File: config.mk
export PLATFORM = sky130hd
export DESIGN_NAME = ex_muldiv_unit
export DESIGN_NICKNAME = d
export VERILOG_FILES = /design/src/rtl/ex_muldiv_unit.sv
export SDC_FILE = /design/constraint.sdc
export NUM_CORES = 1
export LEC_CHECK = 0
export BUFFER_PORTS_ARGS = -buffer_cell sky130_fd_sc_hd__buf_2
export CAP_MARGIN = 20
export CORE_ASPECT_RATIO = 1.5
export CORE_MARGIN = 8
export CORE_UTILIZATION = 45
export DETAILED_ROUTE_END_ITERATION = 16
export HOLD_SLACK_MARGIN = 0.03
export MAX_ROUTING_LAYER = met4
export PLACE_DENSITY = 0.65
export SETUP_SLACK_MARGIN = 0.05
export SYNTH_ARGS = -nofsm -noshare
export SYNTH_HDL_FRONTEND = slang
export SYNTH_SLANG_ARGS = --single-unit
File: constraint.sdc
create_clock -name clk -period 7.1 [get_ports clk]
set_clock_uncertainty 0.1 [all_clocks]
set_input_delay 1.42 -clock clk [delete_from_list [all_inputs] [get_ports clk]]
set_output_delay 1.42 -clock clk [all_outputs]
set_load 0.03 [all_outputs]
File: src/rtl/ex_muldiv_unit.sv
// EX-stage HI/LO unit: iterative 32-step shift-add multiplier and restoring
// divider with architectural HI/LO registers and busy/done handshake.
module ex_muldiv_unit #(
  parameter int WIDTH = 32,
  parameter int CNT_W = 6
) (
  input  logic             clk,
  input  logic             reset,
  input  logic             i_start,
  input  logic [2:0]       i_op,
  input  logic             i_cancel,
  input  logic [WIDTH-1:0] i_src_a,
  input  logic [WIDTH-1:0] i_src_b,
  output logic             o_busy,
  output logic             o_done,
  output logic [WIDTH-1:0] o_hi,
  output logic [WIDTH-1:0] o_lo
);
  typedef enum logic [1:0] {IDLE, MUL, DIV, FIXUP} state_t;

  state_t             state_q, state_d;
  logic [CNT_W-1:0]   cnt_q, cnt_d;
  logic [2*WIDTH-1:0] acc_q, acc_d;
  logic [WIDTH-1:0]   m_q, m_d, raw_q, raw_d, hi_q, hi_d, lo_q, lo_d;
  logic               sneg_q, sneg_d, srem_q, srem_d, dz_q, dz_d;
  logic               isdiv_q, isdiv_d, done_q, done_d;

  logic             sgn_op, neg_a, neg_b;
  logic [WIDTH-1:0] mag_a, mag_b, quo, rem;
  logic [WIDTH:0]   mul_sum, div_sh, div_diff;
  logic [2*WIDTH-1:0] prod;

  always_comb begin
    sgn_op   = ~i_op[0];
    neg_a    = sgn_op & i_src_a[WIDTH-1];
    neg_b    = sgn_op & i_src_b[WIDTH-1];
    mag_a    = neg_a ? -i_src_a : i_src_a;
    mag_b    = neg_b ? -i_src_b : i_src_b;
    mul_sum  = {1'b0, acc_q[2*WIDTH-1:WIDTH]} + {1'b0, (acc_q[0] ? m_q : '0)};
    div_sh   = acc_q[2*WIDTH-1:WIDTH-1];
    div_diff = div_sh - {1'b0, m_q};
    prod     = sneg_q ? -acc_q : acc_q;
    quo      = sneg_q ? -acc_q[WIDTH-1:0] : acc_q[WIDTH-1:0];
    rem      = srem_q ? -acc_q[2*WIDTH-1:WIDTH] : acc_q[2*WIDTH-1:WIDTH];
  end

  always_comb begin
    state_d = state_q;
    cnt_d   = cnt_q;
    acc_d   = acc_q;
    m_d     = m_q;
    raw_d   = raw_q;
    hi_d    = hi_q;
    lo_d    = lo_q;
    sneg_d  = sneg_q;
    srem_d  = srem_q;
    dz_d    = dz_q;
    isdiv_d = isdiv_q;
    done_d  = 1'b0;
    case (state_q)
      IDLE: begin
        if (i_start && !i_cancel) begin
          cnt_d   = '0;
          raw_d   = i_src_a;
          dz_d    = (i_src_b == '0);
          sneg_d  = neg_a ^ neg_b;
          srem_d  = neg_a;
          isdiv_d = i_op[1];
          case (i_op)
            3'b000, 3'b001: begin
              state_d = MUL;
              m_d     = mag_a;
              acc_d   = {{WIDTH{1'b0}}, mag_b};
            end
            3'b010, 3'b011: begin
              state_d = DIV;
              m_d     = mag_b;
              acc_d   = {{WIDTH{1'b0}}, mag_a};
            end
            3'b100:  hi_d = i_src_a;
            3'b101:  lo_d = i_src_a;
            default: ;
          endcase
        end
      end
      MUL: begin
        acc_d = {mul_sum, acc_q[WIDTH-1:1]};
        cnt_d = cnt_q + 1'b1;
        if (cnt_q == CNT_W'(WIDTH-1)) state_d = FIXUP;
      end
      DIV: begin
        // Restoring step: keep the trial difference only when it did not borrow.
        if (!div_diff[WIDTH]) acc_d = {div_diff[WIDTH-1:0], acc_q[WIDTH-2:0], 1'b1};
        else                  acc_d = {div_sh[WIDTH-1:0], acc_q[WIDTH-2:0], 1'b0};
        cnt_d = cnt_q + 1'b1;
        if (cnt_q == CNT_W'(WIDTH-1)) state_d = FIXUP;
      end
      FIXUP: begin
        state_d = IDLE;
        cnt_d   = '0;
        done_d  = 1'b1;
        if (!isdiv_q)  {hi_d, lo_d} = prod;
        else if (dz_q) begin
          hi_d = raw_q;
          lo_d = '1;
        end else begin
          hi_d = rem;
          lo_d = quo;
        end
      end
      default: state_d = IDLE;
    endcase
    // Squash beats everything, including the FIXUP write-back.
    if (i_cancel && state_q != IDLE) begin
      state_d = IDLE;
      cnt_d   = '0;
      hi_d    = hi_q;
      lo_d    = lo_q;
      done_d  = 1'b0;
    end
  end

  always_ff @(posedge clk or posedge reset) begin
    if (reset) begin
      state_q <= IDLE;
      cnt_q   <= '0;
      acc_q   <= '0;
      m_q     <= '0;
      raw_q   <= '0;
      hi_q    <= '0;
      lo_q    <= '0;
      sneg_q  <= 1'b0;
      srem_q  <= 1'b0;
      dz_q    <= 1'b0;
      isdiv_q <= 1'b0;
      done_q  <= 1'b0;
    end else begin
      state_q <= state_d;
      cnt_q   <= cnt_d;
      acc_q   <= acc_d;
      m_q     <= m_d;
      raw_q   <= raw_d;
      hi_q    <= hi_d;
      lo_q    <= lo_d;
      sneg_q  <= sneg_d;
      srem_q  <= srem_d;
      dz_q    <= dz_d;
      isdiv_q <= isdiv_d;
      done_q  <= done_d;
    end
  end

  assign o_busy = (state_q != IDLE);
  assign o_done = done_q;
  assign o_hi   = hi_q;
  assign o_lo   = lo_q;
endmodule

==> results of run 1 <==
layout make-up:
type	instances	area share
Clock buffer	29	0.03388
Clock inverter	12	0.01202
Inverter	72	0.01455
Multi-Input combinational cell	1697	0.5852
Sequential cell	205	0.2724
Tap cell	489	0.03249
Timing Repair Buffer	164	0.04943
metrics by stage:
| step | total power [mW] | setup slack, ns | instances |
|---|---|---|---|
| floorplan | 6.391 | 2.922 | 2124 |
| global placement | 8.155 | 2.078 | 2625 |
| detailed placement | 8.226 | 1.972 | 2625 |
| CTS | 9.644 | 2.377 | 2666 |
| global route | 10.31 | 2.167 | 2668 |
| finish | 9.759 | 2.327 | 2668 |
state kept, by name (all words and copies together), names as in the netlist:
signal,count
state_q,2
acc_q,64
dz_q,1
isdiv_q,1
o_done,1
cnt_q,6
sneg_q,1
raw_q,32
srem_q,1
o_lo,32
m_q,32
o_hi,32
placed cells by master (no fill, tap or decap), drive strengths merged, types with 21 or more instances in the layout:
master / netlist / final
a21o: 30 / 30
a21oi: 170 / 170
a22oi: 24 / 24
a31oi: 23 / 23
buf: 20 / 164
clkbuf: 130 / 29
dfrtp: 205 / 205
ha: 74 / 74
inv: 72 / 71
mux2: 31 / 31
mux2i: 45 / 45
nand2: 204 / 204
nand2b: 23 / 23
nand3: 48 / 48
nor2: 174 / 174
nor3: 37 / 37
nor4: 23 / 23
o211ai: 33 / 33
o21ai: 234 / 234
o221ai: 21 / 21
o22ai: 44 / 44
o31ai: 30 / 30
or3: 35 / 35
xnor2: 111 / 111
xor2: 59 / 59
worst max-delay path, delay by kind of cell (launching register included):
kind,cells,cell delay [ns]
adder cells (fa/ha/maj),2,0.59
multiplexers,1,0.27
AND/OR/NAND/NOR,1,0.19
buffers and inverters,3,0.61
flip-flops,1,0.47
XOR/XNOR,1,0.54
AO/OA/AOI/OAI,6,1.84
routing by layer:
metal | GRT usage | routed length, µm
met1 | 0.3446 | 25290
met2 | 0.5189 | 33850
met3 | 0.03092 | 4517
met4 | 0.2368 | 6028
met5 | - | 0
kinds of logic after synthesis:
| group | Yosys count |
|---|---|
| AOI/OAI and AO/OA | 755 |
| and+or+nand+nor | 620 |
| buffers and inverters | 222 |
| DFF | 205 |
| xor gates and xnor gates | 170 |
| muxes | 76 |
| adders and majority gates | 76 |
path summary, 6_finish.rpt:
check,start,depth (start not counted),endpoint,slack [ns]
min in group asynchronous,reset,2,o_lo[26],0.86
worst max-delay path,acc_q[31],14,acc_q[46],2.33
max in group asynchronous,reset,3,acc_q[36],5.00
worst max register to register,acc_q[31],14,acc_q[46],2.33
worst min register to register,o_lo[3],2,o_lo[3],0.37
worst min-delay path,o_lo[3],2,o_lo[3],0.37
power by group through the flow:
| stage | sequential (mW) | clock (mW) | combinational (mW) |
|---|---|---|---|
| 2_1_floorplan | 2.34 | 0 | 4.05 |
| 3_3_place_gp | 2.33 | 0 | 5.82 |
| 3_5_place_dp | 2.35 | 0 | 5.88 |
| 4_1_cts | 2.33 | 1.41 | 5.90 |
| 5_1_grt | 2.40 | 1.45 | 6.46 |
| 6_report | 2.35 | 1.40 | 6.01 |
==> run_summary.xml, run 1 <==
<?xml version="1.0" encoding="UTF-8"?>
<metrics>
  <group name="status">
    <metric name="run_status" unit="">completed</metric>
  </group>
  <group name="sta">
    <metric name="min_period_over_period" unit="">0.6722</metric>
    <metric name="slew_violations" unit="">0</metric>
    <metric name="holdWs" unit="ns">0.3736</metric>
    <metric name="tightestPinTransition" unit="ns">1.039</metric>
    <metric name="tns" unit="ns">0</metric>
    <metric name="worst_slew_margin_rel" unit="">0.3054</metric>
    <metric name="final.min_clock_period" unit="ns">4.773</metric>
    <metric name="rsz0062_at_grt" unit="">no</metric>
    <metric name="final-hold-violation-count" unit="">0</metric>
    <metric name="maxClockFrequency" unit="GHz">0.2095</metric>
    <metric name="finish_stage_setup_viols" unit="">0</metric>
  </group>
  <group name="clock_tree">
    <metric name="clk_latency_worst_skew_pair" unit="ns">0.54</metric>
    <metric name="cts.clk_slew.worst_paths" unit="ns">0.07</metric>
    <metric name="clk_root_buffer_cell" unit="">sky130_fd_sc_hd__clkbuf_16</metric>
    <metric name="clock_sink_count" unit="">205</metric>
    <metric name="cts_max_path_buffers" unit="">3</metric>
    <metric name="ctsResizeCount" unit="">0</metric>
    <metric name="htree_levels" unit="">1</metric>
    <metric name="hold_buffer_count_at_cts" unit="">0</metric>
    <metric name="cts-buffers-inserted" unit="">23</metric>
    <metric name="cts_tree" unit="">built</metric>
    <metric name="postCtsSetupRepairBufs" unit="">0</metric>
  </group>
  <group name="yosys">
    <metric name="synth_flop_cell" unit="">sky130_fd_sc_hd__dfrtp_1</metric>
    <metric name="async_reset_ff_frac" unit="">1.000</metric>
    <metric name="synthCells" unit="">2124</metric>
    <metric name="synthesis.area" unit="mm²">0.01696</metric>
    <metric name="synth.yosys.seq_area_share" unit="">0.3025</metric>
    <metric name="yosysWarnings" unit="">0</metric>
    <metric name="synthMuxAreaShare" unit="">0.04715</metric>
    <metric name="netlist_top_cells_area" unit="">sky130_fd_sc_hd__dfrtp_1 30%, sky130_fd_sc_hd__o21ai_0 6.8%, sky130_fd_sc_hd__xnor2_1 5.7%</metric>
    <metric name="synthMostInstantiatedCell" unit="">sky130_fd_sc_hd__o21ai_0</metric>
    <metric name="synth-seq-cells" unit="">205</metric>
    <metric name="synth-edff-count" unit="">0</metric>
    <metric name="yosys.area_share.simple" unit="">0.1723</metric>
    <metric name="compound_cell_area_share_of_the_yosys_netlist" unit="">0.2826</metric>
    <metric name="synthXorXnorAreaFrac" unit="">0.08825</metric>
    <metric name="synth.net_count" unit="">2271</metric>
    <metric name="synthDominantCellAreaShare" unit="">0.3025</metric>
    <metric name="synth_top_family_by_area" unit="">compound AO/OA/AOI/OAI gates</metric>
    <metric name="syn-mean-instance-area" unit="µm²">7.983</metric>
    <metric name="synth_adder_area_share" unit="">0.05697</metric>
    <metric name="synth.lib_cells_used.distinct" unit="">81</metric>
    <metric name="synthTopCellsByCount" unit="">230 x sky130_fd_sc_hd__o21ai_0, 205 x sky130_fd_sc_hd__dfrtp_1, 204 x sky130_fd_sc_hd__nand2_1, 174 x sky130_fd_sc_hd__nor2_1, 170 x sky130_fd_sc_hd__a21oi_1</metric>
    <metric name="yosysTopAreaCell" unit="">sky130_fd_sc_hd__dfrtp_1</metric>
  </group>
  <group name="die">
    <metric name="die_width" unit="µm">174.5</metric>
    <metric name="initial_core_util" unit="">0.4541</metric>
    <metric name="fp.dieArea" unit="mm²">0.04428</metric>
    <metric name="i_o_pins" unit="">137</metric>
    <metric name="die_h" unit="µm">253.7</metric>
    <metric name="fp-row-count" unit="">87</metric>
    <metric name="core" unit="mm²">0.03734</metric>
  </group>
  <group name="routing">
    <metric name="ant_nets" unit="">0</metric>
    <metric name="detail_route.first_pass.iterations" unit="">6</metric>
    <metric name="drt-vias-per-instance" unit="">6.531</metric>
    <metric name="dr.first_iter.drc_count" unit="">1864</metric>
    <metric name="post-route-drc-count" unit="">0</metric>
    <metric name="routed_via_count" unit="">17430</metric>
    <metric name="route.detailed.wl_per_inst" unit="µm">26.12</metric>
    <metric name="totalWireLength" unit="µm">69680</metric>
  </group>
  <group name="finish">
    <metric name="fin_nets" unit="">2310</metric>
    <metric name="multi_input_comb_area" unit="mm²">0.01102</metric>
    <metric name="utilization" unit="">0.5044</metric>
    <metric name="drive_gt1_frac" unit="">0.1230</metric>
    <metric name="area.sequential" unit="mm²">0.005130</metric>
    <metric name="design_area_final" unit="mm²">0.01883</metric>
    <metric name="antenna_cells" unit="">0</metric>
    <metric name="areaGrowthSynthToFinish" unit="%">11.07</metric>
    <metric name="fillCellCount" unit="">3616</metric>
  </group>
  <group name="global_route">
    <metric name="grt_antenna_before_repair" unit="">0</metric>
    <metric name="grt_pass1_wl" unit="µm">103800</metric>
    <metric name="grt-ovfl-total" unit="">0</metric>
    <metric name="vias_in_the_first_global_route" unit="">16710</metric>
    <metric name="grt_start_max_net_pins" unit="">104</metric>
    <metric name="global_route.usage.total" unit="">0.3123</metric>
  </group>
  <group name="min_path">
    <metric name="min_path_type" unit="">register to register</metric>
  </group>
  <group name="power">
    <metric name="power_frac_comb" unit="">0.616</metric>
    <metric name="cell_internal_power" unit="mW">4.654</metric>
    <metric name="switching_share" unit="">0.5231</metric>
    <metric name="worst_ir_drop_vdd" unit="µV">423.4</metric>
    <metric name="cell_leakage_power" unit="nW">8.047</metric>
    <metric name="pwr-share-seq" unit="">0.241</metric>
    <metric name="share_clk_of_total_power" unit="">0.143</metric>
    <metric name="power_switching" unit="mW">5.105</metric>
    <metric name="cellPowerDensity" unit="mW/mm²">518.2</metric>
  </group>
  <group name="critical_path">
    <metric name="cells_along_the_critical_path" unit="">inv_1 &gt; ha_1 &gt; inv_1 &gt; fa_1 &gt; a211oi_1 &gt; o211ai_1 &gt; nand3_1 &gt; o21ai_0 &gt; a31oi_1 &gt; o21ai_2 &gt; xor2_4 &gt; buf_4 &gt; mux2i_1 &gt; o221ai_1</metric>
    <metric name="timing.critical_path.fanout_max" unit="">18</metric>
    <metric name="crit_path_max_incr_delay" unit="ns">0.54</metric>
    <metric name="worst-endpoint-arrival" unit="ns">5.06</metric>
    <metric name="critPathKind" unit="">register to register</metric>
    <metric name="critical_path.most_common_cell" unit="">sky130_fd_sc_hd__inv_1</metric>
    <metric name="timing.critical_path.to_type" unit="">register</metric>
    <metric name="crit_required" unit="ns">7.38</metric>
    <metric name="critPathLaunchType" unit="">register</metric>
    <metric name="worst_path_max_delay_cell" unit="">sky130_fd_sc_hd__xor2_4</metric>
  </group>
  <group name="place">
    <metric name="hpwlAfterDp" unit="µm">52400</metric>
    <metric name="port_buffers" unit="">136</metric>
    <metric name="weighted_congestion_at_the_end_of_routability_driven_global_placement" unit="">0.9970</metric>
    <metric name="placed_area" unit="mm²">0.01793</metric>
  </group>
  <group name="run">
    <metric name="max_cap_violations" unit="">0</metric>
  </group>
</metrics>
(Power assumes the default switching activity.)
==> run 2: changes to the inputs <==
Settings changed: PLACE_DENSITY 0.65 to 0.63.
Clock period 7.1 ns to 5 ns, I/O delays scaled along.
==> run 2 against run 1 <==
Flip-flop and latch count stayed put. Global-route usage about the same. Clock-buffer cell count rose by 2. Critical endpoint is now acc_q[63]. Highest routed layer unchanged. Largest cell class unchanged.
==> run_summary.xml, run 2 (synthesis results as in run 1) <==
<?xml version="1.0" encoding="UTF-8"?>
<metrics>
  <group name="critical_path">
    <metric name="timing.critical_path.to_type" unit="">register</metric>
    <metric name="worst_path_max_delay_cell" unit="">sky130_fd_sc_hd__o21ai_0</metric>
    <metric name="critPathLaunchType" unit="">register</metric>
    <metric name="reg2reg_slack" unit="ns">0.57</metric>
    <metric name="worst-endpoint-arrival" unit="ns">4.75</metric>
    <metric name="timing.critical_path.fanout_max" unit="">24</metric>
    <metric name="cp-endpoint" unit="">acc_q[63]</metric>
    <metric name="crit_start" unit="">acc_q[0]</metric>
    <metric name="timing.critical_path.max_delay_family" unit="">compound AO/OA/AOI/OAI gates</metric>
    <metric name="crit_required" unit="ns">5.33</metric>
    <metric name="critical_path_buf_inv_count" unit="">2</metric>
    <metric name="worstSetupPathDepth" unit="">12</metric>
    <metric name="worstReg2RegStart" unit="">acc_q[0]</metric>
    <metric name="reg2reg_depth" unit="">12</metric>
    <metric name="crit_path_max_incr_delay" unit="ns">0.62</metric>
    <metric name="critPathKind" unit="">register to register</metric>
    <metric name="r2r_end" unit="">acc_q[63]</metric>
    <metric name="cells_along_the_critical_path" unit="">inv_1 &gt; buf_4 &gt; nor2_1 &gt; ha_1 &gt; nor2b_1 &gt; nor4_1 &gt; o31ai_1 &gt; o21ai_0 &gt; nor3_1 &gt; o41ai_1 &gt; o311ai_0 &gt; a211o_1</metric>
  </group>
  <group name="finish">
    <metric name="leading_cell_type_in_the_layout_fill_and_taps_excluded" unit="">sky130_fd_sc_hd__o21ai_0</metric>
    <metric name="fillCellCount" unit="">3645</metric>
    <metric name="design_area_final" unit="mm²">0.01885</metric>
    <metric name="area.sequential" unit="mm²">0.005130</metric>
    <metric name="largest_register_ff_count" unit="">64</metric>
    <metric name="mostFrequentLayoutCells" unit="">229 x sky130_fd_sc_hd__o21ai_0, 205 x sky130_fd_sc_hd__dfrtp_1, 204 x sky130_fd_sc_hd__nand2_1</metric>
    <metric name="drive_gt1_frac" unit="">0.1285</metric>
    <metric name="multi_input_comb_area" unit="mm²">0.01102</metric>
    <metric name="stdcell_count" unit="">2686</metric>
    <metric name="areaGrowthSynthToFinish" unit="%">11.16</metric>
    <metric name="max_flop_register" unit="">acc_q</metric>
    <metric name="fin_nets" unit="">2328</metric>
  </group>
  <group name="global_route">
    <metric name="grt_antenna_before_repair" unit="">2</metric>
    <metric name="grt-ovfl-total" unit="">0</metric>
    <metric name="global_route.usage.total" unit="">0.3123</metric>
    <metric name="gr-usage-met2" unit="">0.5326</metric>
    <metric name="grt_pass1_wl" unit="µm">103900</metric>
    <metric name="grt.busiest_layer" unit="">met2</metric>
    <metric name="vias_in_the_first_global_route" unit="">16560</metric>
    <metric name="grt_use_met1" unit="">0.3458</metric>
    <metric name="grt_start_max_net_pins" unit="">127</metric>
    <metric name="grt_util_met3" unit="">0.03553</metric>
  </group>
  <group name="die">
    <metric name="core" unit="mm²">0.03734</metric>
    <metric name="fp.dieArea" unit="mm²">0.04428</metric>
    <metric name="initial_core_util" unit="">0.4541</metric>
    <metric name="die_width" unit="µm">174.5</metric>
    <metric name="i_o_pins" unit="">137</metric>
    <metric name="fp-row-count" unit="">87</metric>
    <metric name="die_h" unit="µm">253.7</metric>
  </group>
  <group name="power">
    <metric name="cell_leakage_power" unit="nW">8.087</metric>
    <metric name="cellPowerDensity" unit="mW/mm²">723.8</metric>
    <metric name="worst_ir_drop_vdd" unit="µV">689.4</metric>
  </group>
  <group name="routing">
    <metric name="drt-vias-per-instance" unit="">6.434</metric>
    <metric name="route.detailed.wl_per_inst" unit="µm">25.87</metric>
    <metric name="ant_nets" unit="">0</metric>
    <metric name="dr.first_iter.drc_count" unit="">1619</metric>
    <metric name="post-route-drc-count" unit="">0</metric>
    <metric name="routed_via_count" unit="">17280</metric>
    <metric name="detail_route.first_pass.iterations" unit="">5</metric>
    <metric name="totalWireLength" unit="µm">69490</metric>
  </group>
  <group name="clock_tree">
    <metric name="clk_root_buffer_cell" unit="">sky130_fd_sc_hd__clkbuf_16</metric>
    <metric name="hold_buffer_count_at_cts" unit="">0</metric>
    <metric name="cts-buffers-inserted" unit="">23</metric>
    <metric name="cts.clk_slew.worst_paths" unit="ns">0.07</metric>
    <metric name="postCtsSetupRepairBufs" unit="">0</metric>
    <metric name="ctsResizeCount" unit="">0</metric>
    <metric name="htree_levels" unit="">1</metric>
    <metric name="clk_latency_worst_skew_pair" unit="ns">0.55</metric>
    <metric name="cts_max_path_buffers" unit="">3</metric>
    <metric name="cts_tree" unit="">built</metric>
    <metric name="clock_sink_count" unit="">205</metric>
  </group>
  <group name="sta">
    <metric name="final.min_clock_period" unit="ns">4.426</metric>
    <metric name="final-hold-violation-count" unit="">0</metric>
    <metric name="min_period_over_period" unit="">0.8853</metric>
    <metric name="finish_stage_setup_viols" unit="">0</metric>
    <metric name="tightestPinTransition" unit="ns">0.8783</metric>
    <metric name="rsz0062_at_grt" unit="">no</metric>
    <metric name="tns" unit="ns">0</metric>
    <metric name="holdWs" unit="ns">0.3699</metric>
    <metric name="worst_slack" unit="ns">0.5737</metric>
    <metric name="maxClockFrequency" unit="GHz">0.2259</metric>
    <metric name="slew_violations" unit="">0</metric>
    <metric name="worst_slew_margin_rel" unit="">0.4123</metric>
  </group>
  <group name="min_path">
    <metric name="worstHoldPathCells" unit="">2</metric>
    <metric name="min_path_type" unit="">register to register</metric>
  </group>
  <group name="status">
    <metric name="run_status" unit="">completed</metric>
  </group>
  <group name="place">
    <metric name="hpwlAfterDp" unit="µm">52920</metric>
    <metric name="placedCellCount" unit="">2645</metric>
    <metric name="weighted_congestion_at_the_end_of_routability_driven_global_placement" unit="">1.022</metric>
    <metric name="port_buffers" unit="">136</metric>
    <metric name="placed_area" unit="mm²">0.01808</metric>
    <metric name="pre_cts_ws" unit="ns">0.7538</metric>
  </group>
  <group name="run">
    <metric name="max_cap_violations" unit="">0</metric>
  </group>
</metrics>
## run 2: cell types whose count changed in the layout (fill, tap and decap cells not counted), moves of 2 or more
| cell | before | now |
|---|---|---|
| sky130_fd_sc_hd__clkinv_2 | 1 | 3 |
| sky130_fd_sc_hd__bufinv_16 | 6 | 3 |
| sky130_fd_sc_hd__clkbuf_1 | 2 | 4 |
| sky130_fd_sc_hd__clkinvlp_4 | 3 | 1 |
| sky130_fd_sc_hd__buf_4 | 25 | 45 |
| sky130_fd_sc_hd__diode_2 | 0 | 2 |
## run 2: area by class of cell
| type | count | area share |
|---|---|---|
| Inverter | 72 | 0.01454 |
| Tap cell | 489 | 0.03246 |
| Clock buffer | 31 | 0.03425 |
| Timing Repair Buffer | 182 | 0.05509 |
| Multi-Input combinational cell | 1697 | 0.5847 |
| Clock inverter | 8 | 0.006505 |
| Antenna cell | 2 | 0.0002655 |
| Sequential cell | 205 | 0.2722 |
## run 2: metrics by stage
step / utilization / power (mW)
floorplan: - / 9.075
global placement: 0.4841 / 11.61
detailed placement: 0.4841 / 11.70
CTS: 0.5047 / 13.54
global route: 0.5048 / 14.47
finish: 0.5048 / 13.64
## run 2: worst min-delay path, stage by stage (launching register included)
cell and delay, ns:
sky130_fd_sc_hd__dfrtp_1 0.33, sky130_fd_sc_hd__nand2_1 0.04, sky130_fd_sc_hd__o21ai_0 0.06
## run 2: routing by layer
layer / vias up / share of wire
li1: 7919 / -
met4: 0 / 0.070
met2: 759 / 0.49
met3: 206 / 0.061
met1: 8399 / 0.37
met5: - / 0
## run 2: worst min-delay path by stage
stage                          from        end  slack [ns]
final                      o_lo[31]   o_lo[31]        0.37
after global routing        o_lo[1]    o_lo[1]        0.39
after CTS                  o_lo[31]   o_lo[31]        0.38
after detailed placement   o_lo[31]   o_lo[31]        0.36
after global placement     o_lo[21]   o_lo[21]        0.36
after floorplan           raw_q[21]  raw_q[21]        0.34
## run 2: report_power, final
group          internal [mW]  switching, mW  total [mW]  leakage [nW]
Clock                   1.06          0.759        1.82         0.379
Combinational           3.05           5.47        8.52          5.16
Sequential              2.40          0.911        3.31          2.55
